<file path="src/rtl/vgaconsole_term_ctrl.sv">
`default_nettype none
// ============================================================================
//  Module      : vgaconsole_term_ctrl
//  Description : Terminal-style write sequencer for the VGA text console.
//                Accepts a byte stream, tracks a cursor, and turns printable
//                characters and control codes into single-cycle text-buffer
//                write strobes, including line wrap and row/screen clearing.
//  Revision    : 1.0 - initial release
// ============================================================================
module vgaconsole_term_ctrl #(
    parameter int         NUM_ROWS   = 3,
    parameter int         NUM_COLS   = 10,
    parameter logic [6:0] BLANK_CHAR = 7'h20
) (
    input  logic       clk,
    input  logic       rst_n,
    input  logic [7:0] in_data,
    input  logic       in_attr,
    input  logic       in_valid,
    output logic       in_ready,
    output logic [5:0] con_addr,
    output logic [7:0] con_data,
    output logic       con_we,
    output logic [1:0] cursor_row,
    output logic [3:0] cursor_col,
    output logic       busy
);

    typedef enum logic [1:0] {
        S_IDLE  = 2'd0,
        S_WRITE = 2'd1,
        S_CLEAR = 2'd2
    } state_t;

    localparam logic [5:0] c_cols       = 6'(NUM_COLS);
    localparam logic [5:0] c_cells_last = 6'(NUM_ROWS * NUM_COLS - 1);
    localparam logic [1:0] c_row_last   = 2'(NUM_ROWS - 1);
    localparam logic [3:0] c_col_last   = 4'(NUM_COLS - 1);
    localparam logic [7:0] c_blank      = {1'b0, BLANK_CHAR};

    state_t     r_state, w_state;
    logic [1:0] r_row, w_row;
    logic [3:0] r_col, w_col;
    logic [5:0] r_addr, w_addr;   // doubles as the clear counter
    logic [7:0] r_data, w_data;
    logic       r_we, w_we;
    logic [5:0] r_last, w_last;   // final address of the running clear
    logic       r_wrap, w_wrap;   // pending row clear after a WRITE

    logic [6:0] w_b;
    logic       w_printable;
    logic [1:0] w_row_inc;
    logic [5:0] w_cell;
    logic [5:0] w_inc_base;
    logic [5:0] w_cur_base;
    logic       w_unused;

    assign w_b         = in_data[6:0];
    assign w_unused    = in_data[7];
    assign w_printable = (w_b >= 7'h20) && (w_b <= 7'h7E);
    assign w_row_inc   = (r_row == c_row_last) ? 2'd0 : r_row + 2'd1;
    assign w_cur_base  = {4'd0, r_row} * c_cols;
    assign w_inc_base  = {4'd0, w_row_inc} * c_cols;
    assign w_cell      = w_cur_base + {2'd0, r_col};

    // State, cursor and registered write-port outputs
    always_ff @(posedge clk) begin
        if (!rst_n) begin
            r_state <= S_IDLE;
            r_row   <= 2'd0;
            r_col   <= 4'd0;
            r_addr  <= 6'd0;
            r_data  <= 8'd0;
            r_we    <= 1'b0;
            r_last  <= 6'd0;
            r_wrap  <= 1'b0;
        end else begin
            r_state <= w_state;
            r_row   <= w_row;
            r_col   <= w_col;
            r_addr  <= w_addr;
            r_data  <= w_data;
            r_we    <= w_we;
            r_last  <= w_last;
            r_wrap  <= w_wrap;
        end
    end

    // Byte decode, cursor movement and write/clear sequencing
    always_comb begin
        w_state = r_state;
        w_row   = r_row;
        w_col   = r_col;
        w_addr  = r_addr;
        w_data  = r_data;
        w_we    = 1'b0;
        w_last  = r_last;
        w_wrap  = r_wrap;
        case (r_state)
            S_IDLE: begin
                if (in_valid) begin
                    if (w_printable) begin
                        w_state = S_WRITE;
                        w_we    = 1'b1;
                        w_addr  = w_cell;
                        w_data  = {in_attr, w_b};
                        if (r_col == c_col_last) begin
                            w_col  = 4'd0;
                            w_row  = w_row_inc;
                            w_wrap = 1'b1;
                        end else begin
                            w_col  = r_col + 4'd1;
                            w_wrap = 1'b0;
                        end
                    end else if (w_b == 7'h0A) begin
                        // LF: next row, then blank it
                        w_col   = 4'd0;
                        w_row   = w_row_inc;
                        w_state = S_CLEAR;
                        w_we    = 1'b1;
                        w_addr  = w_inc_base;
                        w_last  = w_inc_base + c_cols - 6'd1;
                        w_data  = c_blank;
                    end else if (w_b == 7'h0D) begin
                        w_col = 4'd0;
                    end else if (w_b == 7'h08) begin
                        // BS at column 0 is a no-op
                        if (r_col != 4'd0) begin
                            w_col   = r_col - 4'd1;
                            w_state = S_WRITE;
                            w_we    = 1'b1;
                            w_addr  = w_cell - 6'd1;
                            w_data  = c_blank;
                            w_wrap  = 1'b0;
                        end
                    end else if (w_b == 7'h0C) begin
                        // FF: home cursor and blank the whole screen
                        w_row   = 2'd0;
                        w_col   = 4'd0;
                        w_state = S_CLEAR;
                        w_we    = 1'b1;
                        w_addr  = 6'd0;
                        w_last  = c_cells_last;
                        w_data  = c_blank;
                    end
                end
            end
            S_WRITE: begin
                if (r_wrap) begin
                    // Autowrap: the cursor already points at the new row
                    w_state = S_CLEAR;
                    w_we    = 1'b1;
                    w_addr  = w_cur_base;
                    w_last  = w_cur_base + c_cols - 6'd1;
                    w_data  = c_blank;
                end else begin
                    w_state = S_IDLE;
                end
            end
            S_CLEAR: begin
                if (r_addr == r_last) begin
                    w_state = S_IDLE;
                end else begin
                    w_we   = 1'b1;
                    w_addr = r_addr + 6'd1;
                end
            end
            default: w_state = S_IDLE;
        endcase
    end

    assign in_ready   = (r_state == S_IDLE);
    assign busy       = (r_state != S_IDLE);
    assign con_addr   = r_addr;
    assign con_data   = r_data;
    assign con_we     = r_we;
    assign cursor_row = r_row;
    assign cursor_col = r_col;

endmodule
`default_nettype wire

</file>
<file path="config.mk">
export PLATFORM = sky130hd
export DESIGN_NAME = vgaconsole_term_ctrl
export DESIGN_NICKNAME = d
export VERILOG_FILES = /design/src/rtl/vgaconsole_term_ctrl.sv
export SDC_FILE = /design/constraint.sdc
export NUM_CORES = 1
export LEC_CHECK = 0
export BUFFER_PORTS_ARGS = -buffer_cell sky130_fd_sc_hd__clkbuf_2
export CORE_MARGIN = 1
export CORE_UTILIZATION = 35
export CTS_CLUSTER_DIAMETER = 120
export DETAILED_ROUTE_END_ITERATION = 16
export MAX_ROUTING_LAYER = met4
export SLEW_MARGIN = 20
export SYNTH_ARGS = -nofsm -noshare
export SYNTH_HDL_FRONTEND = slang
export SYNTH_SLANG_ARGS = --single-unit
</file>
<file path="constraint.sdc">
create_clock -name clk -period 7.2 [get_ports clk]
set_input_delay 1.8 -clock clk [delete_from_list [all_inputs] [get_ports clk]]
set_output_delay 1.8 -clock clk [all_outputs]
set_load 0.02 [all_outputs]
</file>
==> results of run 1 <==
[cells in the mapped netlist, types with 4 or more instances]
library cell,n,area (sq um)
dfxtp_1,30,600.6
nor2_1,28,105.1
nand2_1,25,93.84
inv_1,18,67.56
o21ai_0,18,90.09
ha_1,17,212.7
a21oi_1,15,75.07
mux2i_1,11,110.1
nand4_1,11,68.82
clkbuf_1,10,37.54
o211ai_1,7,52.55
xnor2_1,7,61.31
xor2_1,6,52.55
nand3_1,5,25.02
a211oi_1,4,30.03
nor3_4,4,65.06
o211a_1,4,40.04
[per-stage QoR]
stage	power [uW]	util, %
final	611.5	41.82
after global routing	649.4	41.82
after CTS	615.1	41.82
after detailed placement	441.0	40.01
after global placement	437.9	40.01
after floorplan	384.7	-
[power by group]
| group | switching [uW] | internal (uW) | total, uW |
|---|---|---|---|
| Sequential | 25.8 | 191 | 217 |
| Clock | 70.6 | 102 | 172 |
| Combinational | 139 | 82.8 | 222 |
[registers in the layout, indices dropped and copies added, names as in the netlist]
signal	cells
r_state	2
con_addr	6
cursor_row	2
r_last	6
cursor_col	4
r_wrap	1
con_data	8
con_we	1
[kinds of logic (layout without fill, tap and decap cells)]
logic type                 after synthesis  in the layout
and+or+nand+nor                         97             97
AOI/OAI and AO/OA                       75             75
muxes                                   11             11
buffers and inverters                   32             59
adders and majority gates               18             18
DFF                                     30             30
xor gates and xnor gates                13             13
[worst max-delay path by stage]
| stage | endpoint | slack [ns] | cells past startpoint |
|---|---|---|---|
| after floorplan | con_addr[0] | 3.67 | 7 |
| after global placement | con_data[5] | 3.07 | 7 |
| after detailed placement | con_data[5] | 3.05 | 7 |
| after CTS | con_data[5] | 3.36 | 7 |
| after global routing | con_data[5] | 3.19 | 7 |
| final | con_data[5] | 3.34 | 7 |
[tightest hold or removal path: stages (launching register included)]
cell and delay, ns:
dfxtp_1 0.31, nand2_1 0.05, o21ai_0 0.06
[cell usage in the layout (no fill, tap or decap), types with 6 or more instances in the layout]
| cell | count |
|---|---|
| dfxtp_1 | 30 |
| inv_1 | 18 |
| ha_1 | 17 |
| nand4_1 | 11 |
| a21oi_1 | 15 |
| clkbuf_2 | 33 |
| xor2_1 | 6 |
| o211ai_1 | 7 |
| o21ai_0 | 18 |
| xnor2_1 | 7 |
| mux2i_1 | 11 |
| nand2_1 | 25 |
| nor2_1 | 28 |
[metal layers]
layer | share of wire, % | vias up
met5 | 0 | -
met4 | 1.1 | 0
met3 | 4.5 | 7
met2 | 44 | 46
met1 | 50 | 993
li1 | - | 1057
[layout make-up]
type,count,share of cell area [%]
Tap cell,75,3.724
Sequential cell,30,23.83
Multi-Input combinational cell,214,58.89
Inverter,18,2.681
Clock buffer,5,2.731
Timing Repair Buffer,33,6.554
Clock inverter,3,1.589
==> impl_metrics.toml, run 1 <==
[die]
core_sq_um = 6026
num_rows = 28
die_area_sq_um = 6660
start_util_pct = 36.81
io_pins = 35
die_height_microns = 81.61
die_w_microns = 81.61

[sta]
fin_hold_ws_ns = 0.4571
period_minus_slack_ns = 3.856
max_slew_margin_pct = 45.79
tns_ns = 0
clock.fmax_mhz = 259.3
setup_viol = 0
tightestPinTransition_ns = 0.8131
period_share_pct = 53.56
rsz0062_at_grt = "no"
slew_violations = 0
postLayoutSetupSlackWorst_ns = 3.344
hold_viol_final = 0
skew_ns = 0.006685

[placed_design]
dp_hpwl_mm = 4.114
io_buffers = 33
dpl-instance-area_sq_um = 2411
numPlacedInstances = 370
pre_cts_ws_ns = 3.047
gp_congestion = 0.8334

[worst_setup_path]
slowest_stage = "or4b_1"
startpoint_type = "primary input"
cpMostUsedCell = "nor3_4"
worst-path-buf-inv = 1
path_cells = "clkbuf_2, or4b_1, nor3_4, nor4_2, nor3_4, nand4b_1, o211a_1"
r2r_slack_ns = 4.68
critical_path_peak_fanout = 15
path_delay_family = "simple AND/OR/NAND/NOR gates"
crit_type = "in -> reg"
r2r_cells = 9
startpoint = "in_data[5]"
arrival_ns = 4.04
cp-end-kind = "flop"
slowest_delay_ns = 0.71
rr_endpoint = "con_addr[3]"
r2r-start = "cursor_col[1]"
crit_required_ns = 7.38

[global_routing]
grt_usage_pct = 18.47
grt_use_met3_pct = 4.222
grt_max_degree = 33
grt.busiest_layer = "met2"
grt_util_met2_pct = 28.42
use_met1_pct = 24.18
grt_pass1_vias = 1879
grt_pass1_wl_mm = 9.066
antenna_found_initial = 0
overflow = 0

[clocking]
cts.sinks = 30
cts_hold_buf = 0
clock_path_buffers = 2
ctsResizeCount = 0
clk_pin_slew_worst_paths_ns = 0.07
cts_tree = "yes"
post_cts_buffers = 0
cts_buffers = 5
clkLatencyLatePin_ns = 0.29
cts.htree.levels = 2
clockRootBuffer = "clkbuf_8"

[hold_path]
min_from = "con_data[1]"
whs_path_depth = 2
hold_class = "reg -> reg"
holdPathEnd = "con_data[1]"

[synth]
synth.yosys.seq_area_share_pct = 27.07
synth_nets = 306
synth-seq-cells = 30
synth_ff_type = "dfxtp_1"
synth_compound_area_share_pct = 22.79
async_flop_share_pct = 0
postSynthAreaPerCell_sq_um = 8.038
synthCells = 276
synth_top_family_by_area = "simple AND/OR/NAND/NOR gates"
synth_cell_type_count = 56
syn_area_sq_um = 2218
synth_simple_gate_area_share_pct = 23.52
synth_edf_count = 0
synthMuxAreaShare_pct = 4.963
synth_xor_area_share_pct = 5.133
synth_adder_area_share_pct = 10.49
ys.warnings.count = 0

[finish]
nFillCells = 641
drive_above_1_share_pct = 16.50
multi_input_area_sq_um = 1484
insertedDiodeCount = 0
syn_to_final_growth_pct = 13.59
nets = 332
final_area_sq_um = 2520
instances_no_fill = 378
seq_area_sq_um = 600.6

[detailed_routing]
drc = 0
drt_iter0_markers = 135
final_antenna_net_count = 0
vias = 2103
via_per_inst = 5.563
routed_wl_mm = 5.672
dr.pass1.iters = 5
wl_per_cell_microns = 15.01

[power_and_ir_drop]
peakVddDrop_mv = 0.09009
power_density_nw_per_um2 = 242.7
p_leak_uw = 0.001038

[status]
outcome = "complete, no violations"

[run]
maxCapViolCount = 0
Power figures use the tool's default switching activity.
==> inputs of run 2 (changes only) <==
--- a/config.mk
+++ b/config.mk
@@ -5,6 +5,7 @@
 export SDC_FILE = /design/constraint.sdc
 export NUM_CORES = 1
 export LEC_CHECK = 0
+export ABC_AREA = 1
 export BUFFER_PORTS_ARGS = -buffer_cell sky130_fd_sc_hd__clkbuf_2
 export CORE_MARGIN = 1
 export CORE_UTILIZATION = 35
==> constraint.sdc (replaced) <==
create_clock -name clk -period 3.55 [get_ports clk]
set_input_delay 0.8875 -clock clk [delete_from_list [all_inputs] [get_ports clk]]
set_output_delay 0.8875 -clock clk [all_outputs]
set_load 0.02 [all_outputs]
==> run 2 against run 1 <==
  * Combinational power grew to 5.3 times the previous value
  * Largest power group unchanged
  * Wire length is 8.4% higher
  * First-iteration DRC count is 37% higher
==> impl_metrics.toml, run 2 <==
[sta]
skew_ns = 0.006667
setup_viol = 0
period_minus_slack_ns = 2.254
postLayoutSetupSlackWorst_ns = 1.296
hold_viol_final = 0
fin_hold_ws_ns = 0.4767
max_slew_margin_pct = 55.71
clock.fmax_mhz = 443.6
period_share_pct = 63.50
rsz0062_at_grt = "no"
tns_ns = 0
slew_violations = 0
tightestPinTransition_ns = 0.6643

[synth]
postSynthAreaPerCell_sq_um = 6.088
async_flop_share_pct = 0
synth_ff_type = "dfxtp_1"
synth-seq-cells = 30
ys.warnings.count = 0
synth_nets = 439
yosys-top-cells-count = "nand2_1, nor2_1, inv_1, dfxtp_1, nand3_1"
syn_area_sq_um = 2490
synth.yosys.seq_area_share_pct = 24.12
ys_top_cells_by_area = "dfxtp_1, nand2_1, nor2_1, ha_1, inv_1"
yosys.area.top_type = "dfxtp_1"
synthCells = 409
synth_cell_type_count = 32
synth_top_area_share_pct = 24.12
synth.most_common_cell = "nand2_1"
synth_edf_count = 0

[global_routing]
antenna_found_initial = 0
grt_pass1_vias = 2419
grt_usage_pct = 18.99
grt_max_degree = 24
grt_pass1_wl_mm = 10.90
overflow = 0

[worst_setup_path]
crit_required_ns = 2.66
critical_path_peak_fanout = 8
cp-end-kind = "primary output"
startpoint_type = "flop"
arrival_ns = 1.37
crit_type = "reg -> out"

[clocking]
cts_tree = "yes"
clock_path_buffers = 2
cts_buffers = 5
clockRootBuffer = "clkbuf_8"
cts_hold_buf = 0
ctsResizeCount = 0
clkLatencyLatePin_ns = 0.28
cts.sinks = 30
post_cts_buffers = 0
cts.htree.levels = 2
clk_pin_slew_worst_paths_ns = 0.07

[detailed_routing]
final_antenna_net_count = 0
wl_per_cell_microns = 11.39
drc = 0
dr.pass1.iters = 4
routed_wl_mm = 6.149
drt_iter0_markers = 185
vias = 2565
via_per_inst = 4.750

[die]
die_w_microns = 86.35
die_area_sq_um = 7455
core_sq_um = 6832
start_util_pct = 36.45
io_pins = 35
num_rows = 30
die_height_microns = 86.35

[finish]
drive_above_1_share_pct = 16.67
post-route-util_pct = 41.76
multi_input_area_sq_um = 1624
nFillCells = 781
seq_area_sq_um = 600.6
layout_commonest_cell = "nand2_1"
nets = 473
insertedDiodeCount = 0
mostFrequentLayoutCells = "nand2_1, nor2_1, inv_1"
largest_register_ffs = 8
syn_to_final_growth_pct = 14.57

[placed_design]
gp_congestion = 0.8338
io_buffers = 33
dp_hpwl_mm = 4.749
pre_cts_ws_ns = 1.264

[power_and_ir_drop]
peakVddDrop_mv = 0.3667
pwr-share-comb_pct = 57.4
internal_power_uw = 1035
switchingPower_uw = 1018
netSwitchingFraction_pct = 49.58
clkPwrFrac_pct = 16.2
power_density_nw_per_um2 = 719.8
seqPwrFrac_pct = 26.4
p_leak_uw = 0.001492

[run]
maxCapViolCount = 0

[status]
outcome = "complete, no violations"

[hold_path]
hold_class = "reg -> reg"
## run 2: final timing paths
kind,start,to,slack (ns),cells after the start
hold reg to reg,r_last[3],r_last[3],0.48,2
hold / removal,r_last[3],r_last[3],0.48,2
setup reg to reg,cursor_row[0],con_addr[3],1.40,11
setup / recovery,r_state[0],busy,1.30,4
## run 2: worst max-delay path, cell delays in order (launching register included)
cell	delay, ns
dfxtp_1	0.38
inv_1	0.08
ha_1	0.32
inv_2	0.12
clkbuf_2	0.18
## run 2: metal layers
metal	vias up	routed length (microns)	GRT usage, %
met5	-	0	-
met4	0	88	5.606
met3	9	272	3.143
met2	50	2823	30.16
met1	1161	2965	24.83
li1	1345	-	-
## run 2: cells by family after synthesis
group                    share of synthesized area [%]
AO/OA/AOI/OAI                                    10.70
XOR/XNOR                                         1.407
adder cells (fa/ha/maj)                          9.347
buffers and inverters                            10.65
flip-flops                                       24.12
AND/OR/NAND/NOR                                  43.77
## run 2: layout make-up
cell class,instances,share of cell area (%)
Sequential cell,30,21.05
Tap cell,96,4.211
Inverter,62,8.158
Clock buffer,8,3.860
Multi-Input combinational cell,311,56.93
Timing Repair Buffer,33,5.789
## run 2: stage by stage
stage               cell area, sq um  instances  total power, uW
floorplan                       2490        409             1456
global placement                2743        532             1713
detailed placement              2743        532             1733
CTS                             2853        540             2077
global route                    2853        540             2283
finish                          2853        540             2054
## run 2: power groups by stage
stage / sequential [uW] / combinational, uW / clock [uW]
finish: 543 / 1180 / 333
global route: 559 / 1360 / 364
CTS: 545 / 1190 / 345
detailed placement: 552 / 1180 / 0
global placement: 551 / 1160 / 0
floorplan: 602 / 854 / 0
==> inputs of run 3 (changes only) <==
==> constraint.sdc (replaced) <==
create_clock -name clk -period 1.9 [get_ports clk]
set_input_delay 0.475 -clock clk [delete_from_list [all_inputs] [get_ports clk]]
set_output_delay 0.475 -clock clk [all_outputs]
set_load 0.02 [all_outputs]
==> run 3 against run 2 <==
  * Total power rose by 94%
  * Combinational power rose by 110%
  * Utilization rose by 2.9 points
  * Final area rose by 7.0%
  * Clock skew rose by 0.0080 ns
  * Die area did not move
  * Worst setup slack got worse by 1.3 ns
  * Clock power rose by 69%
  * Critical path type is now reg -> reg
==> impl_metrics.toml, run 3 (synthesis gave the netlist of run 2 again) <==
[status]
outcome = "complete, no violations"

[sta]
period_share_pct = 99.51
period_minus_slack_ns = 1.891
setup_viol = 0
hold_viol_final = 0
rsz0062_at_grt = "yes"
slew_violations = 0
clock.fmax_mhz = 528.9
max_slew_margin_pct = 80.82
tns_ns = 0
skew_ns = 0.01470
tightestPinTransition_ns = 0.2874
postLayoutSetupSlackWorst_ns = 0.009396

[hold_path]
hold_class = "reg -> reg"

[worst_setup_path]
critical_path_peak_fanout = 3
startpoint_type = "flop"
crit_type = "reg -> reg"
crit_required_ns = 2.09
cp-end-kind = "flop"
r2r_slack_ns = 0.009
arrival_ns = 2.09

[finish]
largest_register_ffs = 8
layout_commonest_cell = "nand2_1"
mostFrequentLayoutCells = "nand2_1, nor2_1, inv_1"
nFillCells = 751
multi_input_area_sq_um = 1692
seq_area_sq_um = 604.3
syn_to_final_growth_pct = 22.56
nets = 492
insertedDiodeCount = 0
drive_above_1_share_pct = 23.97
final_area_sq_um = 3052
post-route-util_pct = 44.67

[detailed_routing]
routed_wl_mm = 6.415
drt_iter0_markers = 85
vias = 2594
via_per_inst = 4.640
drc = 0
wl_per_cell_microns = 11.48
final_antenna_net_count = 0
dr.pass1.iters = 5

[placed_design]
dp_hpwl_mm = 5.161
gp_congestion = 0.8529
io_buffers = 33
dpl-instance-area_sq_um = 2889
pre_cts_ws_ns = -0.003036

[global_routing]
grt_max_degree = 17
grt_pass1_wl_mm = 10.88
grt_usage_pct = 18.92
overflow = 0
antenna_found_initial = 0
grt_pass1_vias = 2491

[power_and_ir_drop]
switchingPower_uw = 1988
clkPwrFrac_pct = 14.1
netSwitchingFraction_pct = 49.81
seqPwrFrac_pct = 24.9
pwr-share-comb_pct = 61.0
p_leak_uw = 0.001586
peakVddDrop_mv = 0.7346
internal_power_uw = 2003
power_density_nw_per_um2 = 1308

[die]
start_util_pct = 36.45
die_height_microns = 86.35
die_w_microns = 86.35
num_rows = 30
io_pins = 35
die_area_sq_um = 7455
core_sq_um = 6832

[clocking]
cts_hold_buf = 0
clockRootBuffer = "clkbuf_8"
clock_path_buffers = 2
cts_tree = "yes"
ctsResizeCount = 0
post_cts_buffers = 0
cts.htree.levels = 2
clk_pin_slew_worst_paths_ns = 0.08
cts.sinks = 30
cts_buffers = 5
clkLatencyLatePin_ns = 0.29

[run]
maxCapViolCount = 0
==> run 3: final cells by class <==
class                   instances  area share, %
multi-input cells             311          55.43
flip-flops and latches         30          19.80
repair buffers                 52          10.09
inverters                      62          7.626
well taps                      96          3.936
clock buffers                   6          2.706
clock inverters                 2         0.4100
==> run 3: worst max-delay path, cell delays in order (launching register included) <==
cell     delay, ns
dfxtp_2       0.35
ha_4          0.14
inv_2         0.04
fa_2          0.59
nand2_2       0.10
nor2_4        0.11
nand3_2       0.06
nand2_1       0.07
nand2_1       0.05
nand3_1       0.08
nand2_1       0.08
nor2_2        0.10
nor2_1        0.04
==> run 3: final timing paths <==
check | from | endpoint | depth (start not counted)
worst max-delay path | cursor_col[1] | con_addr[4] | 12
worst max register to register | cursor_col[1] | con_addr[4] | 12
worst min register to register | r_last[3] | r_last[3] | 2
worst min-delay path | r_last[3] | r_last[3] | 2
==> run 3: per-layer routing <==
layer | vias to the layer above | wire length [microns] | part of all wire [%] | GRT usage (%)
met4 | 0 | 53 | 0.83 | 3.788
met1 | 1160 | 3111 | 48 | 23.00
li1 | 1385 | - | - | -
met5 | - | 0 | 0 | -
met2 | 42 | 3032 | 47 | 32.90
met3 | 7 | 217 | 3.4 | 3.333
==> run 3: power groups by stage <==
| stage | clock network [uW] | logic [uW] | registers (uW) |
|---|---|---|---|
| floorplan | 0 | 1600 | 1130 |
| global placement | 0 | 2310 | 995 |
| detailed placement | 0 | 2350 | 998 |
| CTS | 582 | 2360 | 987 |
| global route | 608 | 2790 | 1020 |
| finish | 564 | 2430 | 992 |
==> run 3: through the flow <==
stage / total power, uW / hold WS [ns] / instances
3_3_place_gp: 3307 / 0.4718 / 551
5_1_grt: 4422 / 0.5126 / 559
3_5_place_dp: 3346 / 0.4699 / 551
2_1_floorplan: 2723 / 0.4408 / 409
6_report: 3991 / 0.4788 / 559
4_1_cts: 3926 / 0.4815 / 559
